[src/rtl/core_define.sv]
// Shared definitions for the LSU load path: op-type and length codes,
// the load-merge state encoding, and small decode helpers.
`ifndef CORE_DEFINE_SV
`define CORE_DEFINE_SV

`define MEM_OP_TYPE_UNSIGNED 3'b100
`define MEM_LEN_BYTE         3'd1
`define MEM_LEN_HALF         3'd2
`define MEM_LEN_WORD         3'd4

package core_define;

  localparam logic [2:0] MEM_OP_TYPE_UNSIGNED = `MEM_OP_TYPE_UNSIGNED;
  localparam logic [2:0] MEM_LEN_BYTE         = `MEM_LEN_BYTE;
  localparam logic [2:0] MEM_LEN_HALF         = `MEM_LEN_HALF;
  localparam logic [2:0] MEM_LEN_WORD         = `MEM_LEN_WORD;

  typedef enum logic [1:0] {
    IDLE  = 2'd0,
    WAIT0 = 2'd1,
    WAIT1 = 2'd2,
    RESP  = 2'd3
  } load_state_e;

  // Any length code other than byte or half is a full word.
  function automatic logic [2:0] norm_len(input logic [2:0] len);
    if (len == MEM_LEN_BYTE || len == MEM_LEN_HALF) return len;
    return MEM_LEN_WORD;
  endfunction

  // A load needs a second word when its bytes run past the end of the first.
  function automatic logic is_two_beat(input logic [1:0] off, input logic [2:0] len);
    return ({2'b00, off} + {1'b0, len}) > 4'd4;
  endfunction

endpackage

`endif

[src/rtl/core_ma_lsu_load_extend.sv]
// Combinational merge of one or two read words into the addressed bytes,
// followed by truncation and sign/zero extension to 32 bits.
module core_ma_lsu_load_extend
  import core_define::*;
(
  input  logic [31:0] word0_i,
  input  logic [31:0] word1_i,
  input  logic [1:0]  off_i,
  input  logic [2:0]  len_i,
  input  logic [2:0]  op_type_i,
  output logic [31:0] data_o
);

  logic [31:0] merged;
  logic        is_unsigned;

  assign is_unsigned = (op_type_i == MEM_OP_TYPE_UNSIGNED);

  // Shift the two-word window down by the byte offset, then extend by length.
  // NOTE: every signal written here gets a value before any branch, so no latch is inferred.
  always_comb begin
    merged = 32'({word1_i, word0_i} >> {off_i, 3'b000});
    data_o = merged;
    case (len_i)
      MEM_LEN_BYTE: data_o = is_unsigned ? {24'b0, merged[7:0]}
                                         : {{24{merged[7]}}, merged[7:0]};
      MEM_LEN_HALF: data_o = is_unsigned ? {16'b0, merged[15:0]}
                                         : {{16{merged[15]}}, merged[15:0]};
      default:      data_o = merged;
    endcase
  end

endmodule

[src/rtl/core_ma_lsu_load_merge.sv]
// Read-response receiver for LSU loads: tracks the accepted read command,
// collects one or two in-order beats and produces the extended load result.
// Build option: CORE_LSU_LOAD_DATA_REG_EN registers the result and adds a RESP
// state; without it the result is presented combinationally with the final beat.
module core_ma_lsu_load_merge
  import core_define::*;
(
  input  logic        clk,
  input  logic        rest,
  input  logic [31:0] mem_addr,
  input  logic        mem_read,
  input  logic [2:0]  mem_op_type,
  input  logic [2:0]  mem_op_data_len,
  input  logic        avl_m0_read,
  input  logic        avl_m0_request_ready,
  input  logic [31:0] avl_m0_read_data,
  input  logic        avl_m0_read_data_valid,
  output logic        mem_load_busy,
  output logic [31:0] mem_load_data,
  output logic        mem_load_data_valid
);

  load_state_e state_q, state_d;
  logic [1:0]  off_q, off_d;
  logic [2:0]  len_q, len_d;
  logic [2:0]  type_q, type_d;
  logic        two_beat_q, two_beat_d;
  logic [31:0] buf0_q, buf0_d;

  logic        accept;
  logic        finish;
  logic [31:0] word0;
  logic [31:0] word1;
  logic [31:0] ext_data;

  // Only the byte offset within the word matters here.
  logic        unused_addr_bits;
  assign unused_addr_bits = ^mem_addr[31:2];

  assign accept = avl_m0_read && avl_m0_request_ready;

  // Next-state and capture logic; accepts outside IDLE and beats in IDLE are ignored.
  always_comb begin
    state_d    = state_q;
    off_d      = off_q;
    len_d      = len_q;
    type_d     = type_q;
    two_beat_d = two_beat_q;
    buf0_d     = buf0_q;
    finish     = 1'b0;
    case (state_q)
      IDLE: begin
        if (accept && mem_read) begin
          off_d      = mem_addr[1:0];
          len_d      = norm_len(mem_op_data_len);
          type_d     = mem_op_type;
          two_beat_d = is_two_beat(mem_addr[1:0], norm_len(mem_op_data_len));
          state_d    = WAIT0;
        end
      end
      WAIT0: begin
        if (avl_m0_read_data_valid) begin
          buf0_d = avl_m0_read_data;
          if (two_beat_q) state_d = WAIT1;
          else            finish  = 1'b1;
        end
      end
      WAIT1: begin
        if (avl_m0_read_data_valid) finish = 1'b1;
      end
      default: state_d = IDLE;
    endcase
    if (finish) begin
`ifdef CORE_LSU_LOAD_DATA_REG_EN
      state_d = RESP;
`else
      state_d = IDLE;
`endif
    end
  end

  // State and capture registers; reset discards any load in progress.
  // NOTE: sequential state uses non-blocking assignments so every register samples pre-edge values.
  always_ff @(posedge clk or negedge rest) begin
    if (!rest) begin
      state_q    <= IDLE;
      off_q      <= '0;
      len_q      <= '0;
      type_q     <= '0;
      two_beat_q <= 1'b0;
      buf0_q     <= '0;
    end else begin
      state_q    <= state_d;
      off_q      <= off_d;
      len_q      <= len_d;
      type_q     <= type_d;
      two_beat_q <= two_beat_d;
      buf0_q     <= buf0_d;
    end
  end

  // The live beat is word0 for the first beat and word1 for the second.
  assign word0 = (state_q == WAIT1) ? buf0_q : avl_m0_read_data;
  assign word1 = (state_q == WAIT1) ? avl_m0_read_data : 32'b0;

  core_ma_lsu_load_extend u_extend (
    .word0_i   (word0),
    .word1_i   (word1),
    .off_i     (off_q),
    .len_i     (len_q),
    .op_type_i (type_q),
    .data_o    (ext_data)
  );

  assign mem_load_busy = (state_q != IDLE);

`ifdef CORE_LSU_LOAD_DATA_REG_EN
  logic [31:0] data_q;

  // Hold the merged result from the final beat until the next load completes.
  always_ff @(posedge clk or negedge rest) begin
    if (!rest)       data_q <= '0;
    else if (finish) data_q <= ext_data;
  end

  assign mem_load_data_valid = (state_q == RESP);
  assign mem_load_data       = data_q;
`else
  assign mem_load_data_valid = finish;
  assign mem_load_data       = finish ? ext_data : 32'b0;
`endif

endmodule

[config.mk]
export PLATFORM = sky130hd
export DESIGN_NAME = core_ma_lsu_load_merge
export DESIGN_NICKNAME = d
export VERILOG_FILES = /design/src/rtl/core_define.sv /design/src/rtl/core_ma_lsu_load_extend.sv /design/src/rtl/core_ma_lsu_load_merge.sv
export SDC_FILE = /design/constraint.sdc
export NUM_CORES = 1
export LEC_CHECK = 0
export ABC_AREA = 1
export CORE_MARGIN = 2
export CORE_UTILIZATION = 40
export CTS_CLUSTER_SIZE = 8
export DETAILED_ROUTE_END_ITERATION = 8
export GPL_TIMING_DRIVEN = 0
export MAX_ROUTING_LAYER = met4
export PLACE_DENSITY = 0.83
export SLEW_MARGIN = 10
export SYNTH_ARGS = -nofsm -noshare
export SYNTH_HDL_FRONTEND = slang
export SYNTH_SLANG_ARGS = --single-unit
[constraint.sdc]
create_clock -name clk -period 1.82 [get_ports clk]
set_clock_uncertainty 0.1 [all_clocks]
set_input_delay 0.364 -clock clk [delete_from_list [all_inputs] [get_ports clk]]
set_output_delay 0.364 -clock clk [all_outputs]
set_load 0.01 [all_outputs]
==> results of run 1 <==
## per-stage QoR
step	hold slack, ns	instances	total power [mW]
final	0.3542	772	9.771
after detailed placement	0.1452	731	6.648
after floorplan	-0.03159	543	5.018
after global routing	0.3911	772	10.18
after CTS	0.3250	760	8.699
after global placement	0.3498	730	6.530
## flip-flops by register name (all words and copies together) (netlist names)
name	flops
two_beat_q	1
type_q	3
off_q	2
state_q	2
buf0_q	32
len_q	3
## synth_stat cells
| master | count |
|---|---|
| a211oi_1 | 6 |
| a21oi_1 | 41 |
| a31oi_1 | 1 |
| buf_2 | 18 |
| buf_4 | 3 |
| buf_6 | 2 |
| buf_8 | 1 |
| clkbuf_1 | 10 |
| dfrtp_1 | 43 |
| fa_1 | 1 |
| ha_1 | 6 |
| inv_1 | 32 |
| inv_2 | 13 |
| inv_4 | 1 |
| mux2_2 | 20 |
| nand2_1 | 163 |
| nand2_2 | 14 |
| nand2_4 | 1 |
| nand3_1 | 76 |
| nand3_2 | 3 |
| nand3_4 | 1 |
| nor2_1 | 31 |
| nor3b_1 | 1 |
| o211ai_1 | 4 |
| o21ai_0 | 48 |
| o21ai_1 | 2 |
| o22ai_1 | 1 |
## power by group
group	switching (mW)	total [mW]	internal [mW]
Sequential	0.356	1.78	1.43
Combinational	4.43	7.38	2.95
Clock	0.353	0.610	0.258
Total	5.14	9.77	4.64
## kinds of logic after synthesis
group	Yosys count	share of synthesized area, %
AO/OA/AOI/OAI	103	15.23
flip-flops	43	30.19
adder cells (fa/ha/maj)	7	2.668
buffers and inverters	80	10.18
multiplexers	20	6.318
AND/OR/NAND/NOR	290	35.42
## metal layers
metal	vias up	routed length, um	GRT usage (%)
met5	-	0	-
met4	0	937	12.12
met3	103	1789	4.223
met2	374	7743	51.02
met1	2175	6182	41.37
li1	2019	-	-
## worst max-delay path by stage
stage / endpoint / slack, ns / cells after the start / from
CTS: mem_load_data[30] / -0.70 / 13 / state_q[1]
floorplan: mem_load_data[30] / -0.14 / 13 / state_q[0]
global route: mem_load_data[31] / -0.86 / 14 / state_q[0]
global placement: state_q[1] / -1.09 / 1 / rest
detailed placement: mem_load_data[22] / -1.05 / 11 / avl_m0_read_data[23]
finish: mem_load_data[30] / -0.82 / 13 / state_q[0]
## final cells by class
type / instances / area [um^2]
buffer: 33 / 361.6
tap: 108 / 135.1
clock buffer: 6 / 72.57
fill: 687 / 2793
sequential: 43 / 1077
timing repair buffer: 116 / 1162
multi-input combinational: 420 / 2883
inverter: 46 / 193.9
## worst register-to-register path, stage by stage, from the launching register on
cell and delay, ns:
dfrtp_1 0.39, inv_2 0.11, ha_4 0.24, inv_8 0.09, o21ai_4 0.09, nand3_4 0.17
buf_4 0.19, buf_4 0.12, nand2_1 0.10, nand2_1 0.06, o21ai_0 0.08
## timing repair
item,4_1_cts,5_1_grt
setup buffers,18,14
setup endpoints to repair,69,52
pin swaps,36,27
hold buffers,1,0
endpoints found under the hold margin,8,0
resized for setup,315,84
gates cloned,5,1
==> metrics, run 1 <==
Hold/Removal Path Class=input port to asynchronous set/reset pin; all-layer global routing usage=31.94%; share of layout cells above drive strength 1=45.03%; Distinct cells, synth=27; Clock Latency Late Sink=0.29 ns; cell taking the most area after synthesis=dfrtp_1; Site Rows=34; Slowest-stage cell, CP=dfrtp_1; CP delay by family, top=simple AND/OR/NAND/NOR gates; r2r startpoint=state_q[0]; FF+latch count, synth=43; commonest non-fill, non-tap cell in the layout=nand2_1; RSZ-0062 raised after global routing=yes; startpoint type of the worst setup path=flop; clock sink total=43; Slew Viols, Final=0; register area share after synthesis=30.19%; failing checks=setup timing; CP Max Fanout=5; initial antenna violation count=0; dpl hpwl=9869 um; Buf+Inv Stages, Crit Path=5; final worst path period share=145.2%; post-synthesis cell count=543; final hold violations=0; worst slew pin tran=0.7247 ns; Initial Utilization=41.08%; Worst setup EP type=primary output; initial DRC count=551; post-route cell area=5886 um^2; pre-CTS setup slack=-1.047 ns; setup_tns=-23.71 ns; mean routed wirelength per cell=21.57 um; area grow syn2layout=65.11%; drt drc=0; Placer Congestion=0.9831; Final setup viols=34; Ant. Diodes=0; largest net degree at the start of global routing=36; clock buffer depth=2; number of buffers created by CTS=5; die area=9683 um^2; Reg2Reg Depth=10; CTS root buffer=clkbuf_8; Synth top area share=30.19%; Area contributors post-synth=dfrtp_1 30%, nand2_1 17%, nand3_1 11%; commonest cells after routing, fill and taps aside=129 x nand2_1, 52 x nand3_1, 42 x dfrtp_1; area of the core=8678 um^2; post-route setup slack=-0.8235 ns; fin util=67.82%; reg-to-reg slack, setup=0 ns; GRT overflow=0; die height=98.40 um; first-pass GRT wire length=23430 um; max frequency=0.3783 GHz; Post-DRT Antenna Nets=0; Pre-Repair DR Iteration Count=6; CP arrival=2.18 ns; critical path data required time=1.36 ns; Post-Route WL=16650 um; Leak=2.747 nW; synthesized netlist net count=626; status=finished, violations left; Synth Cell Area=3565 um^2; fin crit period=2.643 ns; Avg Cell Area, Syn=6.565 um^2; I/O pin count=110; Clock Pin Slew Worst Setup and Hold Paths=0.10 ns; CTS tree=done; Final #Nets=748; critical setup path kind=flop to primary output; Max VDD drop=0.0007144 V; CTS H-tree depth=2; Die Wd=98.40 um; total vias in the final route=4671; worst path cell trace=inv_2, ha_4, nand2_1, nand3_2, nand3_2, nand2_2, nand2_4, nand3_4, buf_12, buf_12, nand2_4, inv_2, buf_6; IO Port Bufs=79; Worst slew margin=51.69%; vias per inst=6.051; YS warnings=0; Power Density=1660 nW/um^2; vias in the first global route=4364; Worst R2R End=state_q[0]; Post-Place Cell Area=4672 um^2; MaxCap Viol Count=0; crit-path max cell delay=0.39 ns
Power figures use the tool's default switching activity.
==> run 2, diff against run 1 <==
--- a/config.mk
+++ b/config.mk
@@ -12,7 +12,7 @@
 export DETAILED_ROUTE_END_ITERATION = 8
 export GPL_TIMING_DRIVEN = 0
 export MAX_ROUTING_LAYER = met4
-export PLACE_DENSITY = 0.83
+export PLACE_DENSITY = 0.8
 export SLEW_MARGIN = 10
 export SYNTH_ARGS = -nofsm -noshare
 export SYNTH_HDL_FRONTEND = slang
==> constraint.sdc (replaced) <==
create_clock -name clk -period 3 [get_ports clk]
set_clock_uncertainty 0.1 [all_clocks]
set_input_delay 0.6 -clock clk [delete_from_list [all_inputs] [get_ports clk]]
set_output_delay 0.6 -clock clk [all_outputs]
set_load 0.01 [all_outputs]
==> run 2 against run 1 <==
  * The run still ends with setup timing left
  * Clock power shrank 8.7%
  * First-iteration DRC count shrank 19%
  * Hold slack lost 0.21 ns
  * Sequential cell count is the same
  * Via count shrank 8.3%
  * Worst setup slack gained 0.82 ns
  * Register-to-register slack gained 0.98 ns
  * Non-clock buffer count shrank 26
  * Power shrank 51%
  * Count of clock-buffer cells in the layout is the same
  * Global-route usage shrank 3.0 points
  * Routed wire length shrank 16%
  * Critical endpoint is now mem_load_data[1]
  * Largest power group unchanged
==> metrics, run 2 (synthesis results as in run 1) <==
number of buffers created by CTS=5; Hold/Removal Path Class=input port to asynchronous set/reset pin; post-route cell area=4840 um^2; Leak=2.477 nW; Final setup viols=1; total vias in the final route=4285; Internal=2.426 mW; Worst R2R End=buf0_q[2]; commonest cells after routing, fill and taps aside=163 x nand2_1, 71 x nand3_1, 46 x o21ai_0; vias per inst=5.729; max reg flops=32; CP Max Fanout=10; CP arrival=2.30 ns; initial DRC count=448; RSZ-0062 raised after global routing=yes; Logic pwr share=66.8%; final hold violations=0; setup_tns=-0.001876 ns; all-layer global routing usage=28.98%; post-route setup slack=-0.001876 ns; status=finished, violations left; worst slew pin tran=0.7419 ns; fin util=55.77%; die height=98.40 um; Placer Congestion=1.022; first-pass GRT wire length=21360 um; biggest regs=buf0_q (32), len_q (3), type_q (3); r2r startpoint=state_q[0]; max frequency=0.3331 GHz; failing checks=setup timing; I/O pin count=110; Final #Nets=722; Post-Route WL=13930 um; IO Port Bufs=79; Worst slew margin=50.54%; Slew Viols, Final=0; share of total power in the clock network=11.7%; drt drc=0; share of layout cells above drive strength 1=19.06%; worst hold slack=0.1471 ns; Worst setup EP type=primary output; Psw=2.353 mW; Die Wd=98.40 um; vias in the first global route=4091; CTS tree=done; CTS root buffer=clkbuf_8; sw frac=49.24%; Post-Place Cell Area=4506 um^2; reg-to-reg slack, setup=0.98 ns; Clock Latency Late Sink=0.30 ns; fin crit period=3.002 ns; total power=4.779 mW; Reg2Reg Depth=5; MaxCap Viol Count=0; CTS H-tree depth=2; critical path data required time=2.30 ns; Power Density=987.4 nW/um^2; final worst path period share=100.1%; die area=9683 um^2; clock buffer depth=2; area grow syn2layout=35.77%; part of the power in registers=21.5%; largest net degree at the start of global routing=26; area of the core=8678 um^2; startpoint type of the worst setup path=flop; Pre-Repair DR Iteration Count=6; largest register by flop count=buf0_q; Max VDD drop=0.0004669 V; dpl hpwl=9683 um; clock sink total=43; critical setup path kind=flop to primary output; Post-DRT Antenna Nets=0; Site Rows=34; GRT overflow=0; mean routed wirelength per cell=18.62 um; hold_buf cts=0; initial antenna violation count=0; commonest non-fill, non-tap cell in the layout=nand2_1; Initial Utilization=41.08%; Ant. Diodes=0; Clock Pin Slew Worst Setup and Hold Paths=0.09 ns
-- run 2: changes by cell type in the layout (fill, tap and decap cells not counted), sizes merged, moves of 2 or more --
cell | previous run | this run
clkdlybuf4s50 | 40 | 42
dlymetal6s2s | 0 | 3
clkbuf | 18 | 25
buf | 95 | 32
clkdlybuf4s15 | 0 | 2
dlygate4sd2 | 1 | 23
bufinv | 0 | 2
-- run 2: cell type report --
| type | count | area [um^2] |
|---|---|---|
| flip-flops and latches | 43 | 1077 |
| clock inverters | 2 | 60.06 |
| well taps | 108 | 135.1 |
| fillers | 859 | 3839 |
| clock buffers | 6 | 72.57 |
| inverters | 46 | 175.2 |
| repair buffers | 89 | 863.3 |
| multi-input cells | 420 | 2215 |
| plain buffers | 34 | 241.5 |
-- run 2: how the worst max path moves through the flow --
stage                      startpoint                 to  slack (ns)
6_report                     off_q[1]   mem_load_data[1]      -0.002
5_1_grt                    state_q[0]  mem_load_data[21]       -0.10
4_1_cts                    state_q[1]   mem_load_data[7]        0.01
3_5_place_dp     avl_m0_read_data[23]  mem_load_data[30]       -0.34
3_3_place_gp   avl_m0_read_data_valid   mem_load_data[6]       -0.33
2_1_floorplan              state_q[0]   mem_load_data[6]        0.72
-- run 2: power by group through the flow --
| stage | combinational (mW) | clock (mW) | sequential (mW) |
|---|---|---|---|
| floorplan | 1.90 | 0 | 0.981 |
| global route | 3.41 | 0.579 | 1.07 |
| finish | 3.19 | 0.557 | 1.03 |
| detailed placement | 2.78 | 0 | 1.03 |
| global placement | 2.73 | 0 | 1.01 |
| CTS | 3.03 | 0.557 | 1.02 |
-- run 2: repair_timing --
action	in CTS	in global routing
cloned	1	1
setup buffers	7	0
pin swaps	3	2
setup endpoints to repair	32	26
gates resized for setup	62	32
-- run 2: metrics by stage --
step                      std cells  setup slack [ns]
final                           748         -0.001876
after global routing            748           -0.1016
after CTS                       747           0.01384
after detailed placement        731           -0.3419
after global placement          730           -0.3285
after floorplan                 543            0.7200
-- run 2: routing by layer --
layer	routed length [um]	up-vias	track usage (%)	part of all wire, %
li1	-	1982	-	-
met4	522	0	10.64	3.7
met2	6289	299	45.21	45
met1	5572	1944	37.26	40
met5	0	-	-	0
met3	1546	60	6.013	11
-- run 2: worst max-delay path, stage by stage (launching register included) --
cell           delay, ns
dfrtp_1             0.37
buf_2               0.19
inv_1               0.14
clkbuf_1            0.54
o21ai_0             0.17
o21ai_0             0.22
nor2_1              0.08
dlygate4sd2_1       0.28
